<file path="config.mk">
export PLATFORM = sky130hd
export DESIGN_NAME = lfsr_spawn
export DESIGN_NICKNAME = d
export VERILOG_FILES = /design/src/rtl/lfsr_spawn.sv
export SDC_FILE = /design/constraint.sdc
export NUM_CORES = 1
export LEC_CHECK = 0
export CAP_MARGIN = 20
export CORE_ASPECT_RATIO = 2
export CORE_MARGIN = 2
export CORE_UTILIZATION = 50
export CTS_BUF_LIST = sky130_fd_sc_hd__clkbuf_4 sky130_fd_sc_hd__clkbuf_8 sky130_fd_sc_hd__clkbuf_16
export DETAILED_ROUTE_END_ITERATION = 16
export PLACE_DENSITY_LB_ADDON = 0.15
export REMOVE_ABC_BUFFERS = 1
export SYNTH_ARGS = -nofsm -noshare
export SYNTH_HDL_FRONTEND = slang
export SYNTH_SLANG_ARGS = --single-unit
</file>
<file path="constraint.sdc">
create_clock -name clk -period 4.7 [get_ports clk]
set_clock_uncertainty 0.15 [all_clocks]
set_input_delay 0.94 -clock clk [delete_from_list [all_inputs] [get_ports clk]]
set_output_delay 0.94 -clock clk [all_outputs]
set_load 0.02 [all_outputs]
</file>
<file path="src/rtl/lfsr_spawn.sv">
// Galois LFSR random source with seed load and zero-lockup protection, plus a
// rejection-sampling food-spawn search engine for the snake playfield.
module lfsr_spawn #(
   parameter int             W         = 9,
   parameter logic [W-1:0]   TAPS      = 9'h070,
   parameter logic [W-1:0]   SEED      = 9'd132,
   parameter int             LIMIT     = 300,
   parameter int             MAX_TRIES = 64,
   parameter int             TW        = $clog2(MAX_TRIES + 1)
) (
   input  logic         clk,
   input  logic         rst,
   input  logic         en,
   input  logic         load,
   input  logic [W-1:0] seed,
   output logic [W-1:0] rand_num,
   input  logic         req,
   output logic [W-1:0] cand,
   input  logic         cand_occ,
   output logic         searching,
   output logic         done,
   output logic         fail,
   output logic [W-1:0] pos
);

   typedef enum logic [1:0] {
      S_IDLE   = 2'd0,
      S_SEARCH = 2'd1,
      S_DONE   = 2'd2
   } state_e;

   // 32-bit unsigned bound so a LIMIT of 2^W or more makes the range check always pass.
   localparam logic [31:0] LIMIT_U = 32'(LIMIT);
   localparam logic [TW-1:0] LAST_TRY = TW'(MAX_TRIES - 1);

   state_e        state_q, state_d;
   logic [W-1:0]  lfsr_q, lfsr_d;
   logic [TW-1:0] tries_q, tries_d;
   logic          done_q, done_d;
   logic          fail_q, fail_d;
   logic [W-1:0]  pos_q, pos_d;
   logic          accept;

   function automatic logic [W-1:0] lfsr_next(input logic [W-1:0] s);
      logic [W-1:0] n;
      n[0] = s[W-1];
      for (int k = 1; k < W; k++) begin
         n[k] = s[k-1] ^ (TAPS[k] & s[W-1]);
      end
      return n;
   endfunction

   assign accept = (32'(lfsr_q) < LIMIT_U) && !cand_occ;

   // NOTE: every signal driven here gets a default first, so no path leaves it unassigned and no latch is inferred.
   always_comb begin
      state_d = state_q;
      lfsr_d  = lfsr_q;
      tries_d = tries_q;
      done_d  = 1'b0;
      fail_d  = fail_q;
      pos_d   = pos_q;

      unique case (state_q)
         S_IDLE: begin
            if (req) begin
               state_d = S_SEARCH;
               tries_d = '0;
            end
         end
         S_SEARCH: begin
            if (accept) begin
               pos_d   = lfsr_q;
               fail_d  = 1'b0;
               done_d  = 1'b1;
               state_d = S_DONE;
            end else if (tries_q == LAST_TRY) begin
               fail_d  = 1'b1;
               done_d  = 1'b1;
               state_d = S_DONE;
            end else begin
               tries_d = tries_q + 1'b1;
            end
         end
         S_DONE: begin
            state_d = S_IDLE;
         end
         default: begin
            state_d = S_IDLE;
         end
      endcase

      // Load beats stepping; a zero seed would lock the LFSR, so SEED replaces it.
      if (load) begin
         lfsr_d = (seed == '0) ? SEED : seed;
      end else if (state_q == S_SEARCH || (state_q == S_IDLE && en)) begin
         lfsr_d = lfsr_next(lfsr_q);
      end
   end

   // NOTE: state registers use non-blocking assignments so all flops update from the same pre-edge values.
   always_ff @(posedge clk or posedge rst) begin
      if (rst) begin
         state_q <= S_IDLE;
         lfsr_q  <= SEED;
         tries_q <= '0;
         done_q  <= 1'b0;
         fail_q  <= 1'b0;
         pos_q   <= '0;
      end else begin
         state_q <= state_d;
         lfsr_q  <= lfsr_d;
         tries_q <= tries_d;
         done_q  <= done_d;
         fail_q  <= fail_d;
         pos_q   <= pos_d;
      end
   end

   assign rand_num  = lfsr_q;
   assign cand      = lfsr_q;
   assign searching = (state_q == S_SEARCH);
   assign done      = done_q;
   assign fail      = fail_q;
   assign pos       = pos_q;

endmodule

</file>
* Word level (Yosys, flattened, before mapping)
Index checks and enable logic that the tools add are counted.
** Word-level totals
- Memory bits (writable) :: 0
- Word-level logic and storage cells :: 46
- Output and inout bits :: 30
- Memory bits (read-only) :: 0
- Latch bits :: 0
- Input bits :: 15
- Bits in registers :: 29
- Memories :: 0
** Cells by class
- Shift operators :: 0
- Bitwise operators :: 3
- Multiplexer cells :: 16
- Reduce and logical (&&, ||, !) cells :: 13
- Divide/modulo/power cells :: 0
- Equality and inequality tests :: 6
- Order comparisons :: 1
- Add/subtract/negate cells :: 1
- Multipliers :: 0
** Operator list (count)
- $mux 9 :: 3
- $mux 7 :: 3
- $pmux 7 s2 :: 1
- $logic_not 9->1 :: 1
- $lt 9x9->1 const B :: 1
- $add 7x1->7 const B :: 1
- $eq 7x6->1 const B :: 1
- $mux 2 :: 3
- $ne 2x2->1 const B :: 3
- $reduce_and 2->1 :: 3
- $reduce_bool 2->1 :: 3
- $mux 1 :: 5
- $pmux 2 s2 :: 1
- $reduce_and 4->1 :: 1
- $ne 3x1->1 const B :: 1
- $xor 1x1->1 :: 3
- $eq 2x1->1 const B :: 1
- $logic_and 1x1->1 :: 2
- $logic_not 2->1 :: 1
- $logic_not 1->1 :: 1
- $logic_or 1x1->1 :: 1

* Logic depth before layout (Yosys ltp)
Gate-level depths: netlist (run 1).
- Depth in word-level cells :: 5
- Gate-level depth with buffers :: 6
- Mapped depth without buffers :: 5

* Worst setup path before layout (run 1)
Ideal clock, no wire load.
- Path kind :: input to register
- Start point :: input port cand_occ
- End point :: register tries_q[5]
- Data required time :: 4.419 ns
- Data arrival time :: 1.730 ns
- Stages :: 4
- Setup slack :: 2.688 ns
- Library setup time :: 0.131 ns
- Path buffers :: 1
- Cell sequence :: a311oi_2 -> buf_6 -> nor3_2 -> or3_1
** Between the ends
- Longest elaborated chain between the ends :: 4
** Ends and longest elaborated chain
- start: declaration :: line 19 : input logic cand_occ,
- $logic_not 1->1 :: line 53 : assign accept = (32'(lfsr_q) < LIMIT_U) && !cand_occ;
- $logic_and 1x1->1 :: line 53
- $ne 2x2->1 (no source line)
- $reduce_and 4->1 (no source line)
- end signal: assignment :: line 113 : tries_q <= tries_d;
- end: declaration :: line 38 : logic [TW-1:0] tries_q, tries_d;
No other way between the ends.
A chain may end at the register's enable or synchronous reset.

* Worst setup path after layout (run 1)
- Start point :: register state_q[1]
- End point :: output port searching
** Between the ends
- Longest elaborated chain between the ends :: 1
** Ends and longest elaborated chain
- start: declaration :: line 36 : state_e state_q, state_d;
- start signal: assignment :: line 111 : state_q <= state_d;
- $eq 2x1->1 :: line 122 : assign searching = (state_q == S_SEARCH);
- end: declaration :: line 20 : output logic searching,
No other way between the ends.

==> summary.txt, run 1 <==
Synth top area share: 0.4419
pin count of the biggest net entering global routing: 30
most frequent cells in the layout: clkdlybuf4s50_1, dfrtp_1, nand2_1
syn_area_per_cell: 10.92 um2
Max Cap Viol: 0
Switching Share: 0.3832
Final Util: 0.6815
Floorplan Core Area: 2943 um2
Max clock buf depth: 2
Initial DRC Count: 25
fill count: 241
clk sinks: 29
post-CTS resize count: 0
outcome: finished, final reports clean
total number of yosys warnings: 0
CP Max Fanout: 11
Final WS setup: 1.686 ns
Clock power frac: 0.165
worst min-delay path class: reg -> reg
actual slew at the worst max-slew pin: 1.064 ns
final HPWL from detailed placement: 2.409 mm
Psw: 0.0004627 W
H-tree depth: 2
GRT Util Overall: 0.2000
Final Hold Fails: 0
Max VDD drop: 0.3313 mV
die width: 43.10 um
flops & latches, synth: 29
Yosys cell types: 36
cts hold-fix bufs: 0
final setup fails: 0
Final GP Congestion: 0.8258
drt first pass iters: 4
fin. max-slew vios: 0
Hold Path End: pos[7]
Cell Pwr Density: 602.0 nW/um2
reg2reg setup slack: 2.24 ns
Worst Path Required: 3.61 ns
Post-Place Worst Slack: 1.625 ns
Vias per Instance: 5.649
antenna diode instance count: 0
global-route wire length before repair: 5.230 mm
Synth area leaders: dfrtp_1, mux2_4, buf_4, nand2_1, dfstp_2
initial antenna violation count: 0
row count: 28
vias in the first global route: 1141
fin nets: 193
Post-synth EDFFs: 0
highest clock rate: 331.8 MHz
worst path arrival time: 1.92 ns
Port Buffers: 44
WL/cell: 15.44 um
relative slew slack: 0.2892
dominant synthesized flop cell: dfrtp_1
worst r2r dst: pos[1]
layout cells sized above 1: 0.1517
CTS tree: done
DRC viols: 0
IO Count: 45
Tmin final: 3.014 ns
Die Area: 3543 um2
via count: 1175
hold_sp: pos[7]
RSZ-0062 raised after global routing: false
Reg2Reg Launch Point: cand[8]
Seq pwr share: 0.357
hold path cells: 1
clock transition at the registers of the reported paths: 0.06 ns
CTS root buf: clkbuf_8
async set-reset flop share out of synthesis: 1.000
die height: 82.20 um
Setup TNS: 0 ns
Routed Wire Length: 3.212 mm
FF+latch area: 728.2 um2
Worst R2R Path Depth: 4
Clock Latency Late Sink: 0.28 ns
dominant cell type by area after synthesis: dfrtp_1
critical path endpoint category: primary output
critical setup path kind: reg -> out
GRT overflow: 0
P_int: 0.0007447 W
Setup crit start kind: flop
fin crit share: 0.6413
Synth Instances: 140
Num CTS Buffers: 5
Pleak: 0.8898 nW
setup bufs post-CTS: 0
combinational share of power: 0.478
Final ANT Viol Nets: 0
synthesized cell area: 1529 um2
area grow syn2layout: 31.18%
register area share after synthesis: 0.4763
commonest non-fill, non-tap cell in the layout: clkdlybuf4s50_1
multi-input logic area: 663.1 um2
Starting Density: 0.5196
## worst max-delay path by stage
stage / startpoint / endpoint / slack (ns) / cells after the start
5_1_grt: state_q[1] / searching / 1.62 / 3
3_5_place_dp: cand_occ / pos[1] / 1.62 / 4
6_report: state_q[1] / searching / 1.69 / 3
2_1_floorplan: cand_occ / pos[8] / 2.30 / 3
4_1_cts: state_q[1] / searching / 1.68 / 3
3_3_place_gp: cand_occ / pos[6] / 1.66 / 4
## cell families after synthesis
logic type      synth area share
compound gates            0.1473
xor+xnor                 0.01719
fa+ha+maj               0.008182
buf+inv                  0.09001
flops                     0.4763
mux                       0.1334
simple gates              0.1277
## critical path: stages (launching register included)
cell and delay [ns]:
dfrtp_1 0.41, nand2b_1 0.21, inv_1 0.34, clkdlybuf4s50_1 0.68
## area by class of cell
| type | instances | area share |
|---|---|---|
| Sequential cell | 29 | 0.3631 |
| Multi-Input combinational cell | 90 | 0.3306 |
| Timing Repair Buffer | 45 | 0.2333 |
| Clock buffer | 6 | 0.03805 |
| Tap cell | 30 | 0.01871 |
| Inverter | 6 | 0.01123 |
| Clock inverter | 2 | 0.004991 |
## power groups by stage
stage          Clock (W)  Sequential, W  Combinational, W
2_1_floorplan          0       0.000512          0.000250
3_3_place_gp           0       0.000429          0.000568
3_5_place_dp           0       0.000432          0.000581
4_1_cts         0.000204       0.000431          0.000581
5_1_grt         0.000214       0.000443          0.000618
6_report        0.000199       0.000431          0.000577
## sequential cells by signal (all words and copies together), names as in the netlist
signal,cells
cand,9
done,1
fail,1
pos,9
state_q,2
tries_q,7
## metal layers
metal,routed length [um],GRT usage,vias up
li1,-,-,562
met1,1185,0.2239,563
met2,1790,0.3478,39
met3,135,0.03913,11
met4,101,0.1091,0
met5,0,0,-
## synthesized netlist by cell type (2+ instances only)
| cell | count |
|---|---|
| o21ai_0 | 8 |
| buf_6 | 3 |
| nor2_1 | 5 |
| o211a_1 | 2 |
| mux2_2 | 3 |
| dfstp_2 | 2 |
| dfrtp_1 | 27 |
| buf_4 | 9 |
| mux2i_1 | 5 |
| nand2_1 | 17 |
| inv_1 | 6 |
| o22a_1 | 2 |
| nand2b_1 | 2 |
| nand3_1 | 6 |
| o211ai_1 | 3 |
| or4_1 | 4 |
| xnor2_1 | 3 |
| buf_2 | 2 |
| mux2_4 | 8 |
| o21bai_1 | 2 |
| a21oi_1 | 5 |
| or3_1 | 2 |
## metrics by stage
stage | area [um2] | cells | hold slack [ns] | total power (W)
floorplan | 1414 | 125 | 0.3469 | 0.0007618
global placement | 1892 | 199 | 0.3493 | 0.0009967
detailed placement | 1892 | 199 | 0.3464 | 0.001013
CTS | 1978 | 207 | 0.3627 | 0.001215
global route | 2006 | 208 | 0.3803 | 0.001275
finish | 2006 | 208 | 0.3600 | 0.001207
Note: power is estimated with default switching activity, not from simulation.
==> inputs of run 2 (changes only) <==
--- a/config.mk
+++ b/config.mk
@@ -8,7 +8,7 @@
 export CAP_MARGIN = 20
 export CORE_ASPECT_RATIO = 2
 export CORE_MARGIN = 2
-export CORE_UTILIZATION = 50
+export CORE_UTILIZATION = 47
 export CTS_BUF_LIST = sky130_fd_sc_hd__clkbuf_4 sky130_fd_sc_hd__clkbuf_8 sky130_fd_sc_hd__clkbuf_16
 export DETAILED_ROUTE_END_ITERATION = 16
 export PLACE_DENSITY_LB_ADDON = 0.15
==> constraint.sdc (replaced) <==
create_clock -name clk -period 3.15 [get_ports clk]
set_clock_uncertainty 0.15 [all_clocks]
set_input_delay 0.63 -clock clk [delete_from_list [all_inputs] [get_ports clk]]
set_output_delay 0.63 -clock clk [all_outputs]
set_load 0.02 [all_outputs]
==> run 2 against run 1 <==
Effect of this change: core utilization down 3.7 points; sequential share of layout area down 0.54 points; first-iteration DRC count down 20%; total power up 59%; die area up 5.9%; hold slack about the same; critical path type unchanged; critical endpoint unchanged; largest cell class unchanged; largest power group unchanged.
==> summary.txt, run 2 (same netlist as run 1, synthesis figures left out) <==
antenna diode instance count: 0 (unchanged)
vias in the first global route: 1175 (was 1141)
finished layout cell area: 2036 um2 (was 2006 um2)
Final ANT Viol Nets: 0 (unchanged)
drt first pass iters: 4 (unchanged)
hold path cells: 1 (unchanged)
most frequent cells in the layout: clkdlybuf4s50_1, dfrtp_1, nand2_1 (unchanged)
relative slew slack: 0.6064 (was 0.2892)
Port Buffers: 44 (unchanged)
Seq pwr share: 0.334 (was 0.357)
highest clock rate: 376.4 MHz
crit path buf inv count: 2 (unchanged)
Setup TNS: 0 ns (unchanged)
CTS root buf: clkbuf_8 (unchanged)
initial antenna violation count: 0 (unchanged)
GR Layer Usage met1: 0.2259 (was 0.2239)
GRT Util Overall: 0.2082 (was 0.2000)
final setup fails: 0 (unchanged)
Top delay family on crit path: buffers and inverters (unchanged)
Clock Latency Late Sink: 0.28 ns (about the same)
Max VDD drop: 0.6252 mV (was 0.3313 mV)
die height: 84.66 um (was 82.20 um)
DP Area: 1916 um2 (was 1892 um2)
Starting Density: 0.4843 (was 0.5196)
clk sinks: 29 (unchanged)
Setup crit start kind: flop (unchanged)
actual slew at the worst max-slew pin: 0.5892 ns (was 1.064 ns)
Cell Pwr Density: 942.6 nW/um2 (was 602.0 nW/um2)
WL/cell: 15.80 um (was 15.44 um)
Final GP Congestion: 0.8062 (was 0.8258)
Tmin final: 2.657 ns
Initial DRC Count: 20 (was 25)
Max Cap Viol: 0 (unchanged)
combinational share of power: 0.455 (was 0.478)
critical path endpoint category: primary output (unchanged)
Pleak: 0.9054 nW (was 0.8898 nW)
Routed Wire Length: 3.333 mm (was 3.212 mm)
Final Hold Fails: 0 (unchanged)
worst min-delay path class: reg -> reg (unchanged)
fin nets: 195 (was 193)
Reg2Reg Launch Point: cand[8] (unchanged)
fill count: 254 (was 241)
Worst path max stage delay: 0.68 ns (about the same)
layout cells sized above 1: 0.1611 (was 0.1517)
Top Usage Layer GRT: met2 (unchanged)
Hold Path End: pos[5] (was pos[7])
global-route wire length before repair: 5.692 mm (was 5.230 mm)
critical path cell sequence: nand2b_1 -> inv_1 -> clkdlybuf4s50_1 (unchanged)
Clock power frac: 0.211 (was 0.165)
worst r2r dst: pos[6] (was pos[1])
pin count of the biggest net entering global routing: 30 (unchanged)
RSZ-0062 raised after global routing: false (unchanged)
final HPWL from detailed placement: 2.548 mm (was 2.409 mm)
worst path arrival time: 1.88 ns (was 1.92 ns)
Crit path depth: 3 (unchanged)
Floorplan Core Area: 3157 um2 (was 2943 um2)
Psw: 0.0006965 W (was 0.0004627 W)
DRC viols: 0 (unchanged)
area grow syn2layout: 33.14% (was 31.18%)
Switching Share: 0.3630 (was 0.3832)
outcome: finished, final reports clean (unchanged)
critical setup path kind: reg -> out (unchanged)
die width: 44.33 um (was 43.10 um)
hold_sp: pos[5] (was pos[7])
Final WS setup: 0.4931 ns (was 1.686 ns)
reg2reg setup slack: 1.10 ns (was 2.24 ns)
via count: 1174 (was 1175)
Post-Place Worst Slack: 0.7000 ns (was 1.625 ns)
GRT overflow: 0 (unchanged)
commonest non-fill, non-tap cell in the layout: clkdlybuf4s50_1 (unchanged)
fin crit share: 0.8435
setup bufs post-CTS: 0 (unchanged)
H-tree depth: 2 (unchanged)
GR Util met2: 0.3610 (was 0.3478)
Vias per Instance: 5.564 (was 5.649)
Die Area: 3753 um2 (was 3543 um2)
row count: 29 (was 28)
cts hold-fix bufs: 0 (unchanged)
CTS tree: done (unchanged)
CP Max Fanout: 11 (unchanged)
IO Count: 45 (unchanged)
clock transition at the registers of the reported paths: 0.06 ns (about the same)
Worst R2R Path Depth: 5 (was 4)
post-CTS resize count: 0 (unchanged)
Max clock buf depth: 2 (unchanged)
Num CTS Buffers: 5 (unchanged)
Worst Path Required: 2.37 ns (was 3.61 ns)
Final Util: 0.6449 (was 0.6815)
M3 GR Usage: 0.04731 (was 0.03913)
Worst path slowest cell: clkdlybuf4s50_1 (unchanged)
P_int: 0.001222 W (was 0.0007447 W)
fin. max-slew vios: 0 (unchanged)
==> run 2: worst max-delay path by stage <==
stage,from,end
after detailed placement,seed[7],cand[2]
after global routing,state_q[1],searching
after CTS,state_q[1],searching
final,state_q[1],searching
after global placement,en,cand[1]
after floorplan,cand[3],pos[8]
==> run 2: layout make-up <==
| class | instances | area (um2) | area share |
|---|---|---|---|
| inverters | 6 | 22.52 | 0.01106 |
| repair buffers | 47 | 462.9 | 0.2274 |
| multi-input cells | 90 | 663.1 | 0.3258 |
| flip-flops and latches | 29 | 728.2 | 0.3577 |
| clock inverters | 1 | 30.03 | 0.01475 |
| clock buffers | 7 | 90.09 | 0.04425 |
| well taps | 31 | 38.79 | 0.01905 |
==> run 2: metrics by stage <==
step | hold slack (ns) | total power (W) | std cells
global route | 0.3740 | 0.002030 | 211
finish | 0.3599 | 0.001919 | 211
global placement | 0.3455 | 0.001499 | 203
detailed placement | 0.3475 | 0.001525 | 203
floorplan | 0.3469 | 0.001137 | 125
CTS | 0.3638 | 0.001937 | 211
==> run 2: layer usage <==
metal / wire length, um / vias up
met5: 0 / -
li1: - / 566
met3: 140 / 8
met4: 93 / 0
met2: 1856 / 34
met1: 1243 / 566
==> run 2: worst register-to-register path: cells and delay by family (launching register included) <==
family | cells | cell delay, ns
buf+inv | 1 | 0.22
mux | 1 | 0.38
flops | 1 | 0.52
compound gates | 2 | 0.44
simple gates | 1 | 0.23
==> run 2: power by group through the flow <==
stage / Clock [W] / Sequential (W) / Combinational (W)
2_1_floorplan: 0 / 0.000764 / 0.000373
3_3_place_gp: 0 / 0.000641 / 0.000859
3_5_place_dp: 0 / 0.000645 / 0.000880
4_1_cts: 0.000412 / 0.000642 / 0.000883
5_1_grt: 0.000432 / 0.000662 / 0.000936
6_report: 0.000405 / 0.000642 / 0.000872
==> inputs of run 3 (changes only) <==
==> constraint.sdc (replaced) <==
create_clock -name clk -period 2.48 [get_ports clk]
set_clock_uncertainty 0.15 [all_clocks]
set_input_delay 0.496 -clock clk [delete_from_list [all_inputs] [get_ports clk]]
set_output_delay 0.496 -clock clk [all_outputs]
set_load 0.02 [all_outputs]
==> run 3 against run 2 <==
Effect of this change: critical path depth did not move; largest cell class unchanged; sequential share of layout area rose by 0.13 points; hold slack worse by 0.0010 ns; cell count is 0.95% higher; sequential power up 26%; via count is 0.17% higher; total power grew 22%; clock power grew 3%; first-iteration DRC count shrank 35%; die area is the same.
==> summary.txt, run 3 (same netlist as run 1, synthesis figures left out) <==
outcome: finished, final reports clean (unchanged)
Starting Density: 0.4843 (unchanged)
Vias per Instance: 5.521 (was 5.564)
area grow syn2layout: 32.65% (was 33.14%)
antenna diode instance count: 0 (unchanged)
Port Buffers: 44 (unchanged)
Tmin final: 2.218 ns
GRT Util Overall: 0.1988 (was 0.2082)
Power Total: 0.002345 W (was 0.001919 W)
critical path cell sequence: nand2b_1 -> inv_1 -> clkdlybuf4s50_1 (unchanged)
commonest non-fill, non-tap cell in the layout: clkdlybuf4s50_1 (unchanged)
Initial DRC Count: 13 (was 20)
Hold WS: 0.3589 ns (was 0.3599 ns)
clock transition at the registers of the reported paths: 0.06 ns (about the same)
post-CTS resize count: 0 (unchanged)
global-route wire length before repair: 5.478 mm (was 5.692 mm)
multi-input logic area: 663.1 um2 (unchanged)
RSZ-0062 raised after global routing: false (unchanged)
worst min-delay path class: reg -> reg (unchanged)
fin. max-slew vios: 0 (unchanged)
CTS root buf: clkbuf_8 (unchanged)
Cell Pwr Density: 1156 nW/um2 (was 942.6 nW/um2)
Num CTS Buffers: 5 (unchanged)
critical setup path kind: reg -> out (unchanged)
Final GP Congestion: 0.8317 (was 0.8062)
final setup fails: 0 (unchanged)
Floorplan Core Area: 3157 um2 (unchanged)
DRC viols: 0 (unchanged)
IO Count: 45 (unchanged)
initial antenna violation count: 0 (unchanged)
row count: 29 (unchanged)
Setup TNS: 0 ns (unchanged)
DRT met1 WL: 1.177 mm (was 1.243 mm)
layout cells sized above 1: 0.1703 (was 0.1611)
Max Cap Viol: 0 (unchanged)
met3 WL: 147 um (was 140 um)
FF+latch area: 728.2 um2 (unchanged)
Setup crit start kind: flop (unchanged)
crit path buf inv count: 2 (unchanged)
critical path endpoint category: primary output (unchanged)
pin count of the biggest net entering global routing: 30 (unchanged)
Clock Latency Late Sink: 0.28 ns (about the same)
Worst Path Required: 1.83 ns (was 2.37 ns)
CP Max Fanout: 5 (was 11)
Final Util: 0.6425 (was 0.6449)
Final Hold Fails: 0 (unchanged)
clk sinks: 29 (unchanged)
vias in the first global route: 1193 (was 1175)
Top delay family on crit path: buffers and inverters (unchanged)
fin nets: 197 (was 195)
GRT overflow: 0 (unchanged)
Max VDD drop: 0.6753 mV (was 0.6252 mV)
worst path arrival time: 1.57 ns (was 1.88 ns)
actual slew at the worst max-slew pin: 0.5868 ns (was 0.5892 ns)
fin crit share: 0.8942
CTS tree: done (unchanged)
final HPWL from detailed placement: 2.494 mm (was 2.548 mm)
Max clock buf depth: 2 (unchanged)
drt first pass iters: 4 (unchanged)
Worst path slowest cell: clkdlybuf4s50_1 (unchanged)
via count: 1176 (was 1174)
fill count: 252 (was 254)
top sig layer: met4 (unchanged)
met2 WL: 1.877 mm (was 1.856 mm)
Die Area: 3753 um2 (unchanged)
die width: 44.33 um (unchanged)
most frequent cells in the layout: clkdlybuf4s50_1, dfrtp_1, nand2_1 (unchanged)
Routed Wire Length: 3.265 mm (was 3.333 mm)
Final ANT Viol Nets: 0 (unchanged)
H-tree depth: 2 (unchanged)
WL/cell: 15.33 um (was 15.80 um)
Worst path max stage delay: 0.60 ns (was 0.68 ns)
cts hold-fix bufs: 0 (unchanged)
Pleak: 0.9056 nW (was 0.9054 nW)
relative slew slack: 0.6058 (was 0.6064)
setup bufs post-CTS: 0 (unchanged)
highest clock rate: 450.9 MHz
die height: 84.66 um (unchanged)
run 3: changes by cell type in the layout (fill, tap and decap cells not counted), sizes merged:
| cell | previous run | this run |
|---|---|---|
| buf | 3 | 5 |
| bufinv | 1 | 0 |
| clkbuf | 7 | 8 |
run 3: final cells by class:
| class | count | share of cell area |
|---|---|---|
| repair buffers | 49 | 0.2357 |
| well taps | 31 | 0.01912 |
| multi-input cells | 90 | 0.3270 |
| flip-flops and latches | 29 | 0.3590 |
| clock buffers | 8 | 0.04812 |
| inverters | 6 | 0.01110 |
run 3: stage by stage:
stage	area [um2]	instances	setup WS, ns
2_1_floorplan	1414	125	0.1608
3_3_place_gp	1931	205	0.3715
3_5_place_dp	1931	205	0.3521
4_1_cts	2028	213	0.2505
5_1_grt	2028	213	0.1959
6_report	2028	213	0.2623
run 3: final timing paths:
check                                start    endpoint  slack, ns  cells past startpoint
worst max-delay path            state_q[1]   searching       0.26                      3
worst min-delay path                pos[7]      pos[7]       0.36                      1
worst max register to register  tries_q[0]  tries_q[0]       0.55                      5
worst min register to register      pos[7]      pos[7]       0.36                      1
max in group asynchronous              rst     cand[7]       1.42                      3
min in group asynchronous              rst  tries_q[4]       0.44                      3
run 3: where the power goes:
part	leakage, nW	internal [W]	switching (W)	total (W)
logic	0.491	0.000587	0.000533	0.00112
registers	0.363	0.000641	0.000168	0.000809
clock network	0.0523	0.000248	0.000169	0.000416
total	0.906	0.00148	0.000870	0.00235
run 3: layer usage:
layer,up-vias,GRT usage
li1,566,-
met1,567,0.2118
met2,37,0.3596
met3,6,0.03871
met4,0,0.08264
met5,-,0
